File: src/rtl/calc_pkg.sv
// Shared key codes, state and operator encodings for the calculator entry block.
package calc_pkg;

  // Key codes delivered by the keypad cursor
  localparam logic [4:0] K_DIG_MAX = 5'h0F;
  localparam logic [4:0] K_ADD     = 5'h10;
  localparam logic [4:0] K_MUL     = 5'h11;
  localparam logic [4:0] K_AND     = 5'h12;
  localparam logic [4:0] K_EXE     = 5'h13;
  localparam logic [4:0] K_SUB     = 5'h14;
  localparam logic [4:0] K_OR      = 5'h15;
  localparam logic [4:0] K_CE      = 5'h16;
  localparam logic [4:0] K_CLR     = 5'h17;

  typedef enum logic [1:0] {
    ST_ENTER_A = 2'd0,
    ST_ENTER_B = 2'd1,
    ST_RESULT  = 2'd2
  } state_t;

  // Operator encoding is the low three bits of the operator key code
  typedef enum logic [2:0] {
    OP_ADD = 3'd0,
    OP_MUL = 3'd1,
    OP_AND = 3'd2,
    OP_SUB = 3'd4,
    OP_OR  = 3'd5
  } op_t;

  // True for the five keys that select an arithmetic/logic operation
  function automatic logic is_operator(input logic [4:0] k);
    return (k == K_ADD) || (k == K_MUL) || (k == K_AND) ||
           (k == K_SUB) || (k == K_OR);
  endfunction

endpackage

File: src/rtl/calc_entry_if.sv
// Key input and display/status output bundle between the cursor/display side
// (master) and the calculator entry block (slave).
interface calc_entry_if #(
  parameter int W = 16
);
  logic         key_valid;
  logic [4:0]   key_val;
  logic         hex_mode;
  logic         restriction;
  logic [W-1:0] display_val;
  logic [1:0]   state;
  logic [2:0]   op;
  logic         overflow;
  logic         negative;

  modport master (
    output key_valid, key_val, hex_mode,
    input  restriction, display_val, state, op, overflow, negative
  );

  modport slave (
    input  key_valid, key_val, hex_mode,
    output restriction, display_val, state, op, overflow, negative
  );
endinterface

File: src/rtl/calc_alu.sv
// Combinational ALU: W-bit results with carry/high-half overflow and borrow flag.
module calc_alu
  import calc_pkg::*;
#(
  parameter int W = 16
) (
  input  logic [W-1:0] a,
  input  logic [W-1:0] b,
  input  op_t          op,
  output logic [W-1:0] result,
  output logic         overflow,
  output logic         negative
);

  logic [W:0]     sum;
  logic [2*W-1:0] prod;

  assign sum  = {1'b0, a} + {1'b0, b};
  assign prod = {{W{1'b0}}, a} * {{W{1'b0}}, b};

  // Select the operation; flags that do not apply to an op read as zero
  always_comb begin
    result   = '0;
    overflow = 1'b0;
    negative = 1'b0;
    case (op)
      OP_ADD: begin
        result   = sum[W-1:0];
        overflow = sum[W];
      end
      OP_SUB: begin
        result   = a - b;
        negative = (a < b);
      end
      OP_MUL: begin
        result   = prod[W-1:0];
        overflow = |prod[2*W-1:W];
      end
      OP_AND: result = a & b;
      OP_OR:  result = a | b;
      default: result = '0;
    endcase
  end

endmodule

File: src/rtl/calc_entry.sv
// Calculator entry: turns qualified key codes into two operands, an operator
// and a computed result, and drives the cursor's A-F lockout.
module calc_entry
  import calc_pkg::*;
#(
  parameter int DIGITS = 4,
  parameter int W      = 16
) (
  input  logic         clk,
  input  logic         rst,
  calc_entry_if.slave  bus
);

  localparam int CW = $clog2(DIGITS + 1);

  logic [W-1:0]  a_q, a_d;
  logic [W-1:0]  b_q, b_d;
  logic [W-1:0]  res_q, res_d;
  logic [CW-1:0] cnt_q, cnt_d;
  op_t           op_q, op_d;
  state_t        state_q, state_d;
  logic          ovf_q, ovf_d;
  logic          neg_q, neg_d;
  logic          mode_q, mode_d;
  logic          restr_q, restr_d;

  logic [W-1:0]  alu_res;
  logic          alu_ovf;
  logic          alu_neg;
  logic          is_digit;
  logic [3:0]    dig;
  logic          digit_ok;
  logic          cnt_full;
  logic          clear;

  calc_alu #(.W(W)) u_alu (
    .a        (a_q),
    .b        (b_q),
    .op       (op_q),
    .result   (alu_res),
    .overflow (alu_ovf),
    .negative (alu_neg)
  );

  // Shift a new digit into an operand; decimal entry never exceeds 9999 so
  // the multiply-add cannot wrap at the 16-bit width
  function automatic logic [W-1:0] append(input logic [W-1:0] v,
                                          input logic [3:0]   d,
                                          input logic         hex);
    if (hex) return {v[W-5:0], d};
    return (v * W'(10)) + {{(W-4){1'b0}}, d};
  endfunction

  assign is_digit = (bus.key_val <= K_DIG_MAX);
  assign dig      = bus.key_val[3:0];
  // A-F is refused in decimal mode even though the cursor already blocks it
  assign digit_ok = is_digit && (mode_q || (dig <= 4'd9));
  assign cnt_full = (cnt_q == CW'(DIGITS));

  // Next-state decode for the entry FSM, operands and flags
  always_comb begin
    a_d     = a_q;
    b_d     = b_q;
    res_d   = res_q;
    cnt_d   = cnt_q;
    op_d    = op_q;
    state_d = state_q;
    ovf_d   = ovf_q;
    neg_d   = neg_q;
    mode_d  = mode_q;
    clear   = 1'b0;

    if (bus.hex_mode != mode_q) begin
      // A mode switch wipes everything and swallows any same-cycle key
      mode_d = bus.hex_mode;
      clear  = 1'b1;
    end else if (bus.key_valid) begin
      if (is_operator(bus.key_val)) begin
        case (state_q)
          ST_ENTER_A: begin
            op_d    = op_t'(bus.key_val[2:0]);
            b_d     = '0;
            cnt_d   = '0;
            state_d = ST_ENTER_B;
          end
          ST_ENTER_B: begin
            // Operator may be changed only before any B digit is typed
            if (cnt_q == '0) op_d = op_t'(bus.key_val[2:0]);
          end
          ST_RESULT: begin
            // Chain: previous result becomes the new left operand
            a_d     = res_q;
            op_d    = op_t'(bus.key_val[2:0]);
            b_d     = '0;
            cnt_d   = '0;
            state_d = ST_ENTER_B;
          end
          default: ;
        endcase
      end else if (bus.key_val == K_EXE) begin
        if (state_q == ST_ENTER_B) begin
          res_d   = alu_res;
          ovf_d   = alu_ovf;
          neg_d   = alu_neg;
          state_d = ST_RESULT;
        end
      end else if (bus.key_val == K_CE) begin
        case (state_q)
          ST_ENTER_A: begin
            a_d   = '0;
            cnt_d = '0;
          end
          ST_ENTER_B: begin
            b_d   = '0;
            cnt_d = '0;
          end
          default: clear = 1'b1;
        endcase
      end else if (bus.key_val == K_CLR) begin
        clear = 1'b1;
      end else if (digit_ok) begin
        case (state_q)
          ST_ENTER_A: begin
            if (!cnt_full) begin
              a_d   = append(a_q, dig, mode_q);
              cnt_d = cnt_q + CW'(1);
            end
          end
          ST_ENTER_B: begin
            if (!cnt_full) begin
              b_d   = append(b_q, dig, mode_q);
              cnt_d = cnt_q + CW'(1);
            end
          end
          ST_RESULT: begin
            // Typing a digit after a result starts a fresh calculation
            a_d     = {{(W-4){1'b0}}, dig};
            cnt_d   = CW'(1);
            state_d = ST_ENTER_A;
          end
          default: ;
        endcase
      end
    end

    if (clear) begin
      a_d     = '0;
      b_d     = '0;
      res_d   = '0;
      cnt_d   = '0;
      op_d    = OP_ADD;
      state_d = ST_ENTER_A;
      ovf_d   = 1'b0;
      neg_d   = 1'b0;
    end

    restr_d = ~mode_d;
  end

  // State registers; reset captures the current mode and holds the lockout high
  always_ff @(posedge clk) begin
    if (rst) begin
      a_q     <= '0;
      b_q     <= '0;
      res_q   <= '0;
      cnt_q   <= '0;
      op_q    <= OP_ADD;
      state_q <= ST_ENTER_A;
      ovf_q   <= 1'b0;
      neg_q   <= 1'b0;
      mode_q  <= bus.hex_mode;
      restr_q <= 1'b1;
    end else begin
      a_q     <= a_d;
      b_q     <= b_d;
      res_q   <= res_d;
      cnt_q   <= cnt_d;
      op_q    <= op_d;
      state_q <= state_d;
      ovf_q   <= ovf_d;
      neg_q   <= neg_d;
      mode_q  <= mode_d;
      restr_q <= restr_d;
    end
  end

  // Display follows the operand or result belonging to the current state
  always_comb begin
    case (state_q)
      ST_ENTER_B: bus.display_val = b_q;
      ST_RESULT:  bus.display_val = res_q;
      default:    bus.display_val = a_q;
    endcase
  end

  assign bus.restriction = restr_q;
  assign bus.state       = state_q;
  assign bus.op          = op_q;
  assign bus.overflow    = ovf_q;
  assign bus.negative    = neg_q;

endmodule

File: src/flat_wrapper.sv
// flat-port wrapper written by rule: the top's interface ports become plain ports
module calc_entry_flat import calc_pkg::*;
#(
  parameter int DIGITS = 4,
  parameter int W      = 16
)
  (clk, rst, bus_key_valid, bus_key_val, bus_hex_mode, bus_restriction, bus_display_val, bus_state, bus_op, bus_overflow, bus_negative);
  calc_entry_if #(.W(W)) bus_i ();
  input  logic clk;
  input  logic rst;
  input wire logic [$bits(bus_i.key_valid)-1:0] bus_key_valid;
  input wire logic [$bits(bus_i.key_val)-1:0] bus_key_val;
  input wire logic [$bits(bus_i.hex_mode)-1:0] bus_hex_mode;
  output wire logic [$bits(bus_i.restriction)-1:0] bus_restriction;
  output wire logic [$bits(bus_i.display_val)-1:0] bus_display_val;
  output wire logic [$bits(bus_i.state)-1:0] bus_state;
  output wire logic [$bits(bus_i.op)-1:0] bus_op;
  output wire logic [$bits(bus_i.overflow)-1:0] bus_overflow;
  output wire logic [$bits(bus_i.negative)-1:0] bus_negative;
  assign bus_i.key_valid = bus_key_valid;
  assign bus_i.key_val = bus_key_val;
  assign bus_i.hex_mode = bus_hex_mode;
  assign bus_restriction = bus_i.restriction;
  assign bus_display_val = bus_i.display_val;
  assign bus_state = bus_i.state;
  assign bus_op = bus_i.op;
  assign bus_overflow = bus_i.overflow;
  assign bus_negative = bus_i.negative;
  calc_entry #(.DIGITS(DIGITS), .W(W)) u_core (.clk(clk), .rst(rst), .bus(bus_i));
endmodule
File: config.mk
export PLATFORM = sky130hd
export DESIGN_NAME = calc_entry_flat
export DESIGN_NICKNAME = d
export VERILOG_FILES = /design/src/rtl/calc_pkg.sv /design/src/rtl/calc_entry_if.sv /design/src/rtl/calc_alu.sv /design/src/rtl/calc_entry.sv /design/src/flat_wrapper.sv
export SDC_FILE = /design/constraint.sdc
export NUM_CORES = 1
export LEC_CHECK = 0
export CELL_PAD_IN_SITES_DETAIL_PLACEMENT = 2
export CELL_PAD_IN_SITES_GLOBAL_PLACEMENT = 2
export CORE_ASPECT_RATIO = 0.7
export CORE_MARGIN = 1
export CORE_UTILIZATION = 43
export DETAILED_ROUTE_END_ITERATION = 8
export GPL_ROUTABILITY_DRIVEN = 0
export HOLD_SLACK_MARGIN = 0.02
export PLACE_DENSITY = 0.95
export RECOVER_POWER = 25
export SLEW_MARGIN = 40
export SYNTH_ARGS = -nofsm -noshare
export SYNTH_HDL_FRONTEND = slang
export SYNTH_HIERARCHICAL = 1
export SYNTH_SLANG_ARGS = --single-unit
export TNS_END_PERCENT = 10
File: constraint.sdc
create_clock -name clk -period 17.85 [get_ports clk]
set_input_delay 3.57 -clock clk [delete_from_list [all_inputs] [get_ports clk]]
set_output_delay 3.57 -clock clk [all_outputs]
set_load 0.005 [all_outputs]
### After elaboration in Yosys (flattened, before gate mapping)

Index checks and enable logic that the tools add are counted.
Widths: inputs -> output; s select.

* bits in registers: 60
* output and inout bits: 24
* input bits: 9
* word-level logic and storage cells: 153

* mux-type cells: 72
* reductions and logical operators: 24
* order comparisons: 3
* $mul: 3
* equality and inequality tests: 31
* bitwise logic cells: 5
* $add $sub $neg: 5

Operators by type and width (number)
* $mux 16: 21
* $pmux 16 s5: 1
* $pmux 16 s2: 2
* $eq 5x5->1 const B: 8
* $add 16x4->16: 2
* $mul 16x16->32: 1
* $mul 16x3->15 const B: 2
* $mux 1: 28
* $mux 3: 9
* $reduce_and 9->1: 2
* $add 16x16->17: 1
* $and 16x16->16: 1
* $lt 16x16->1: 1
* $mux 2: 8
* $or 16x16->16: 1
* $reduce_and 8->1: 2
* $reduce_or 16->1: 1
* $sub 16x16->16: 1
* $pmux 3 s2: 2
* $ne 5x5->1 const B: 2
* $reduce_and 5->1: 2
* $eq 3x3->1 const B: 3
* $ne 3x1->1 const B: 3
* $ne 3x2->1 const B: 3
* other kinds (21): 36

### Depth between registers and ports, before layout

Gate-level depths: netlist of run 1.

* depth in word-level cells: 18
* depth in mapped cells: 28
* depth with buffers taken out: 26

### Cells and area by module

The synthesis of run 1 kept the hierarchy.

By module, submodules not included
* calc_alu: area each 10555.1 um^2, times used 1, sequential area each 0.0 um^2, cells an instance 1335
* calc_entry: area each 5232.5 um^2, times used 1, sequential area each 1201.2 um^2, cells an instance 653

### Worst setup path after synthesis of run 1

Ideal clock, no wire load.

* path kind: register to register
* start: reg u_core.a_q[1]
* end: reg u_core.ovf_q (netlist: u_core/bus.overflow)
* slack: 11.598 ns
* library setup time: 0.128 ns
* required time: 17.722 ns
* stages on the path, launching flop included: 24
* period minus slack after synthesis: 6.252 ns
* path buffers: 2
* arrival: 6.125 ns
* cells stage by stage: dfxtp_1 > clkbuf_1 > nand2_1 > fa_1 > fa_1 > inv_1 > fa_1 > fa_1 > fa_1 > inv_1 > fa_1 > inv_1 > ha_1 > buf_2 > nand2_1 > nor2_1 > nand3_1 > a31oi_1 > nand4_1 > a41o_1 > nor4_1 > a31oi_1 > mux2i_1 > nor2_1

* longest elaborated chain between the ends: 3
* elaborated cells between the ends (all ways): 4
* classes of those cells: 1 x add/sub; 1 x mul; 1 x mux; 1 x reduce/logical

RTL lines
* start: declaration: line calc_entry.sv:16 `logic [W-1:0] a_q, a_d;`
* start signal: assignment: line calc_entry.sv:163 `a_q <= '0;`
* start signal: assignment: line calc_entry.sv:174 `a_q <= a_d;`
* $mul 16x16->32: line calc_alu.sv:19 `assign prod = {{W{1'b0}}, a} * {{W{1'b0}}, b};`
* $reduce_or 16->1: line calc_alu.sv:37 `overflow = |prod[2*W-1:W];`
* $pmux 1 s2 (*): line calc_alu.sv:26 `case (op)`
* via u_core.alu_ovf: line calc_entry.sv:28 `logic alu_ovf;`
* end signal: assignment: line calc_entry.sv:180 `ovf_q <= ovf_d;`
* end: declaration: line calc_entry.sv:22 `logic ovf_q, ovf_d;`

The timed path passes the listed nets; every way through them passes the cells marked *.
A chain may end at the register's enable or synchronous reset.

### Worst setup path in the final report of run 1

* start: reg u_core.b_q[6]
* end: reg u_core.ovf_q (netlist: u_core/bus.overflow)

* longest elaborated chain between the ends: 3
* elaborated cells between the ends (all ways): 4
* classes of those cells: 1 x add/sub; 1 x mul; 1 x mux; 1 x reduce/logical

RTL lines
* start: declaration: line calc_entry.sv:17 `logic [W-1:0] b_q, b_d;`
* start signal: assignment: line calc_entry.sv:164 `b_q <= '0;`
* start signal: assignment: line calc_entry.sv:175 `b_q <= b_d;`
* $mul 16x16->32: line calc_alu.sv:19
* $reduce_or 16->1: line calc_alu.sv:37
* $pmux 1 s2 (*): line calc_alu.sv:26
* via u_core.alu_ovf: line calc_entry.sv:28

Marked as above.

==> results_dict.tcl, run 1 <==
set metrics [dict create \
    status "complete, but fails checks" \
    violations "max-capacitance violations, max-slew violations" \
    ys_ff_latch 60 \
    use_met3 0.140 \
    final_antenna_net_count 0 \
    die_h_um 162 \
    synthAdderAreaFrac 0.421 \
    cts_tree "done" \
    synth_top_area_frac 0.254 \
    utilization 0.467 \
    worst_setup_path_end_kind "flip-flop" \
    cp_slowest_stage_delay_ps 800 \
    synth.area.mux_share 0.0237 \
    die_x_um 231 \
    boundaryPins 33 \
    cpMostUsedCell "fa_1" \
    max-cap-violations 1 \
    tightest_slew_ps 3180 \
    async_flop_share 0 \
    fin_nets 2386 \
    worstSkewPairLatency_ps 370 \
    clk_pin_slew_ps 60 \
    ys_warn_count 6 \
    synth_edf_count 0 \
    crit_slowest_cell "fa_1" \
    antenna_found_initial 3 \
    portBuffers 32 \
    synth_top_area_cell "fa_1" \
    core_sq_um 36100 \
    synthSimpleGateAreaFrac 0.181 \
    timing.final.crit_share 0.499 \
    post_cts_resize_count 0 \
    grt_busiest_layer "met2" \
    rsz0062_at_grt "false" \
    firstDrtPassIters 5 \
    syn_area_sq_um 15800 \
    post-route-drc-count 0 \
    cts.htree.levels 3 \
    synth_compound_area_frac 0.166 \
    grt_pass1_vias 19000 \
    period_minus_slack_ps 8920 \
    layout-drive-gt1-share 0.0437 \
    track_usage 0.456 \
    fin_area_sq_um 16800 \
    fp-row-count 58 \
    hpwlAfterDp_um 63800 \
    die_area_sq_um 37500 \
    cp_max_fo 12 \
    clockRootBuffer "clkbuf_16" \
    via_count 16700 \
    synth_nets 2408 \
    areaGrowthSynthToFinish_pct 6.61 \
    wl_per_cell_um 34.5 \
    routed_wl_um 84600 \
    syn_avg_cell_area_sq_um 7.94 \
    cp.arrival_ps 9020 \
    post-cts-setup-buffers 0 \
    grt_overflow 0 \
    cellPowerDensity_nw_per_um2 26.0 \
    ys_types 91 \
    report.final.slew_viol_count 58 \
    crit_required_ps 17950 \
    grt_pass1_wl_um 124000 \
    yosys.area_share.xor_xnor 0.0376 \
    critPathKind "flip-flop to flip-flop" \
    ys_seq_area_frac 0.0761 \
    clock_sinks 60 \
    slew_headroom -1.12 \
    hold_viol 0 \
    grt_max_degree 58 \
    ir_worst_vdd_v 0.0000437 \
    fmax_ghz 0.112 \
    cts_buffers 9 \
    ctsHoldBuffers 0 \
    synth_area_leaders "fa_1 (25%), ha_1 (17%), dfxtp_1 (7.6%), inv_1 (6.7%), nor2_1 (5.5%)" \
    start_util 0.438 \
    setup_viol 0 \
    leakage_nw 7.14 \
    postSynthCellCount 1988 \
    cts_buffer_depth 2 \
    synth_top_family_by_area "adder cells" \
    fin_worst_skew_ps 19.2 \
    worstHoldPathType "flip-flop to flip-flop" \
    dpl_cell_area_sq_um 16600 \
    grt_use_met2 0.748 \
    avgViaCountPerCell 6.83 \
    synth_flop_cell "dfxtp_1" \
    finalSetupTns_ps 0 \
    cp-start-kind "flip-flop" \
    grt_use_met1 0.507 \
    drt_iter0_markers 1853 \
]
==> through the flow <==
step           setup slack [ps]  total power, W  hold slack [ps]  instances
2_1_floorplan             11600        0.000204              445       1988
5_1_grt                    8980        0.000444              564       2449
3_5_place_dp               9380        0.000247              517       2435
3_3_place_gp              10350        0.000236              493       2435
6_report                   8930        0.000437              552       2450
4_1_cts                    9330        0.000429              528       2449
==> state kept, by name, indices dropped and copies added (netlist names) <==
signal and count:
u_core/mode_q 1, u_core/bus.state 2, u_core/bus.restriction 1, u_core/bus.overflow 1, u_core/b_q 16, u_core/cnt_q 3, u_core/bus.op 3, u_core/bus.negative 1
u_core/a_q 16, u_core/res_q 16
==> power breakdown <==
part           total [W]  leakage [nW]  internal [W]  switching (W)
Sequential      0.000141         0.488      0.000136     0.00000524
Combinational   0.000112          6.51     0.0000329      0.0000793
Clock           0.000183         0.140      0.000104      0.0000799
==> final timing paths <==
kind,from,to,slack [ps],cells after the start
max,u_core/b_q[6],u_core/bus.overflow,8930,25
min,u_core/cnt_q[1],u_core/cnt_q[1],550,2
max reg2reg,u_core/b_q[6],u_core/bus.overflow,8930,25
min reg2reg,u_core/cnt_q[1],u_core/cnt_q[1],550,2
==> per-layer routing <==
layer | routed length (um) | vias to the layer above | part of all wire
li1 | - | 6556 | -
met1 | 30000 | 8515 | 0.35
met2 | 38900 | 1167 | 0.46
met3 | 8820 | 485 | 0.10
met4 | 6860 | 2 | 0.081
met5 | 17 | - | 0.00020
==> worst max-delay path, delay by kind of cell, from the launching register on <==
kind	cells	cell delay, ps
simple gates	7	1600
flops	1	390
fa+ha+maj	7	4010
mux	1	210
buf+inv	6	1190
compound gates	4	1210
==> layout by cell type (no fill, tap or decap), drive strengths merged, types with 11 or more instances in the layout <==
cell type / instances
inv: 283
nor2: 233
nand2: 224
ha: 211
fa: 200
a21oi: 106
o21ai: 73
dfxtp: 60
xnor2: 46
a22oi: 37
nor3: 36
mux2i: 34
nand3: 26
buf: 26
clkdlybuf4s50: 24
a211oi: 23
a21o: 22
xor2: 21
a31oi: 21
nand2b: 19
o211ai: 16
clkbuf: 15
nor2b: 13
nand4: 13
o21bai: 12
o31ai: 11
clkinv: 11
==> Yosys cell counts, drive strengths merged, types with 23 or more instances <==
cell    instances
inv           283
nor2          233
nand2         224
ha            211
fa            200
a21oi         106
o21ai          73
clkbuf         72
dfxtp          60
xnor2          46
a22oi          37
nor3           36
mux2i          34
nand3          26
a211oi         23
==> logic make-up (layout without fill, tap and decap cells) <==
group,Yosys count,after routing
AND/OR/NAND/NOR,636,636
flip-flops,60,60
XOR/XNOR,67,67
buffers and inverters,386,367
adder cells (fa/ha/maj),411,411
AO/OA/AOI/OAI,391,391
other,0,1
multiplexers,37,37
==> cell type report <==
type / instances / area [sq um]
fill: 4034 / 19200
multi-input combinational: 1542 / 13100
sequential: 60 / 1210
inverter: 292 / 1100
tap: 480 / 601
timing repair buffer: 61 / 527
clock buffer: 12 / 267
clock inverter: 2 / 10.0
antenna: 1 / 2.50
Power figures use the tool's default switching activity.
==> run 2: changes to the inputs <==
CORE_UTILIZATION = 36   (was 43)
PLACE_DENSITY = 0.89   (was 0.95)
clock period = 7.41 ns   (was 17.85 ns; I/O delays follow)
==> run 2 against run 1 <==
The flow finishes with violations (max-capacitance violations, max-slew violations, negative setup slack). Sequential share of layout area is 0.16 points lower. Critical path depth is 5 lower. Sequential power is 140% higher. Combinational power grew to 2.5 times the previous value. Via count is 0.36% lower. Critical endpoint unchanged. Clock power grew to 2.8 times the previous value. Largest power group unchanged. Count of clock-buffer cells in the layout is 3 lower. Clock skew is 8.7 ps lower. Fmax is 20% higher. Global-route usage is 7.7 points lower.
==> results_dict.tcl, run 2 (synthesis gave the netlist of run 1 again) <==
set metrics [dict create \
    hpwlAfterDp_um 60000 \
    hold_depth 2 \
    mostFrequentLayoutCells "inv_1 (277), nor2_1 (227), nand2_1 (224)" \
    fin_worst_skew_ps 10.5 \
    min-delay-start "u_core/cnt_q[1]" \
    clockRootBuffer "clkbuf_16" \
    highest_layer "met5" \
    start_util 0.369 \
    slew_headroom -0.697 \
    wl_met2_um 38000 \
    leakage_nw 7.33 \
    avgViaCountPerCell 6.42 \
    drt_iter0_markers 1720 \
    seq_area_sq_um 1220 \
    core_sq_um 42800 \
    worstHoldPathType "flip-flop to flip-flop" \
    cellPowerDensity_nw_per_um2 64.9 \
    crit_start "u_core/b_q[8]" \
    cts_buffer_depth 2 \
    cts_tree "done" \
    die_h_um 177 \
    crit_required_ps 7650 \
    worstSkewPairLatency_ps 380 \
    antenna_found_initial 3 \
    fin_nets 2423 \
    fp-row-count 63 \
    firstDrtPassIters 5 \
    status "complete, but fails checks" \
    die_area_sq_um 44700 \
    boundaryPins 33 \
    grt_pass1_vias 19000 \
    report.final.slew_viol_count 71 \
    ir_worst_vdd_v 0.000113 \
    clock_sinks 60 \
    critPathKind "flip-flop to flip-flop" \
    tightest_slew_ps 2550 \
    wl_per_cell_um 32.5 \
    met3WireLength_um 8480 \
    cts.htree.levels 3 \
    layout-drive-gt1-share 0.0762 \
    setup_slack_ps -38.6 \
    fmax_ghz 0.134 \
    timing.final.crit_share 1.01 \
    top_regs "u_core/a_q (16), u_core/b_q (16), u_core/res_q (16)" \
    post-route-drc-count 0 \
    r2r_end "u_core/bus.overflow" \
    cp.arrival_ps 7680 \
    violations "max-capacitance violations, max-slew violations, negative setup slack" \
    reg2reg_from "u_core/b_q[8]" \
    die_x_um 252 \
    rr_worst_depth 20 \
    cp-start-kind "flip-flop" \
    via_count 16700 \
    worst_setup_path_end_kind "flip-flop" \
    track_usage 0.379 \
    final_antenna_net_count 0 \
    hold_viol 0 \
    fill_cells 4839 \
    endpoint "u_core/bus.overflow" \
    max-cap-violations 3 \
    rrSetupSlack_ps -40 \
    multi_input_comb_area_sq_um 13200 \
    clk_pin_slew_ps 70 \
    finalSetupTns_ps -38.6 \
    cp_max_fo 9 \
    routed_wl_um 84300 \
    grt_overflow 0 \
    areaGrowthSynthToFinish_pct 10.1 \
    grt_max_degree 58 \
    mostFrequentLayoutCell "inv_1" \
    ctsHoldBuffers 0 \
    wl_met1_um 32100 \
    cts_buffers 9 \
    setup_viol 1 \
    portBuffers 32 \
    p_total_w 0.00113 \
    grt_pass1_wl_um 124000 \
    period_minus_slack_ps 7450 \
]
-- run 2: changes by cell type in the layout (fill, tap and decap cells not counted), moves of 4 or more --
cell,previous run,this run
dfxtp_1,53,45
buf_4,26,62
clkinvlp_4,0,4
dfxtp_2,7,14
nor2_1,233,227
ha_1,209,205
nor2_2,0,6
-- run 2: where the power goes --
group          internal [W]  switching, W  leakage [nW]
clock network      0.000297      0.000210         0.160
registers          0.000327    0.00000947         0.492
logic             0.0000840      0.000201          6.68
-- run 2: worst min-delay path by stage --
stage,slack (ps),endpoint
floorplan,450,u_core/cnt_q[2]
detailed placement,510,u_core/cnt_q[1]
global route,550,u_core/a_q[12]
global placement,460,u_core/cnt_q[2]
finish,510,u_core/cnt_q[1]
CTS,520,u_core/cnt_q[1]
-- run 2: area by class of cell --
cell class	instances	share of cell area
clock inverters	7	0.00576
repair buffers	98	0.0460
flip-flops and latches	60	0.0703
clock buffers	9	0.0130
diodes	1	0.000144
inverters	292	0.0640
well taps	585	0.0421
multi-input cells	1542	0.759
-- run 2: what timing repair did --
action | 4_1_cts | 5_1_grt
setup buffers | 2 | 1
setup endpoints to repair | 1 | 1
pin swaps | 0 | 1
resized for setup | 14 | 25
-- run 2: critical path, stage by stage (launching register included) --
cell	delay, ps
dfxtp_2	510
ha_1	350
inv_1	190
fa_1	570
fa_1	800
fa_1	520
fa_1	550
fa_1	550
fa_1	570
inv_1	60
ha_1	450
nand2_1	160
nor2_1	300
nand3_1	220
a31oi_4	320
mux2i_1	290
o2111ai_1	180
nor4_2	330
a31oi_1	120
mux2i_1	190
nor2_1	60
-- run 2: per-stage QoR --
stage / setup slack, ps / hold WS (ps) / std cells / utilization / area (sq um)
after floorplan: 1160 / 445 / 1988 / - / 15800
after global placement: 454 / 456 / 2574 / 0.396 / 16900
after detailed placement: -242 / 515 / 2574 / 0.396 / 16900
after CTS: 76.9 / 523 / 2592 / 0.404 / 17300
after global routing: -164 / 555 / 2593 / 0.406 / 17400
final: -38.6 / 513 / 2594 / 0.406 / 17400
-- run 2: metal layers --
metal  vias to the layer above  GRT usage
met1                      8516      0.450
met2                      1094      0.602
li1                       6654          -
met5                         -          0
met4                         4      0.239
met3                       397      0.114
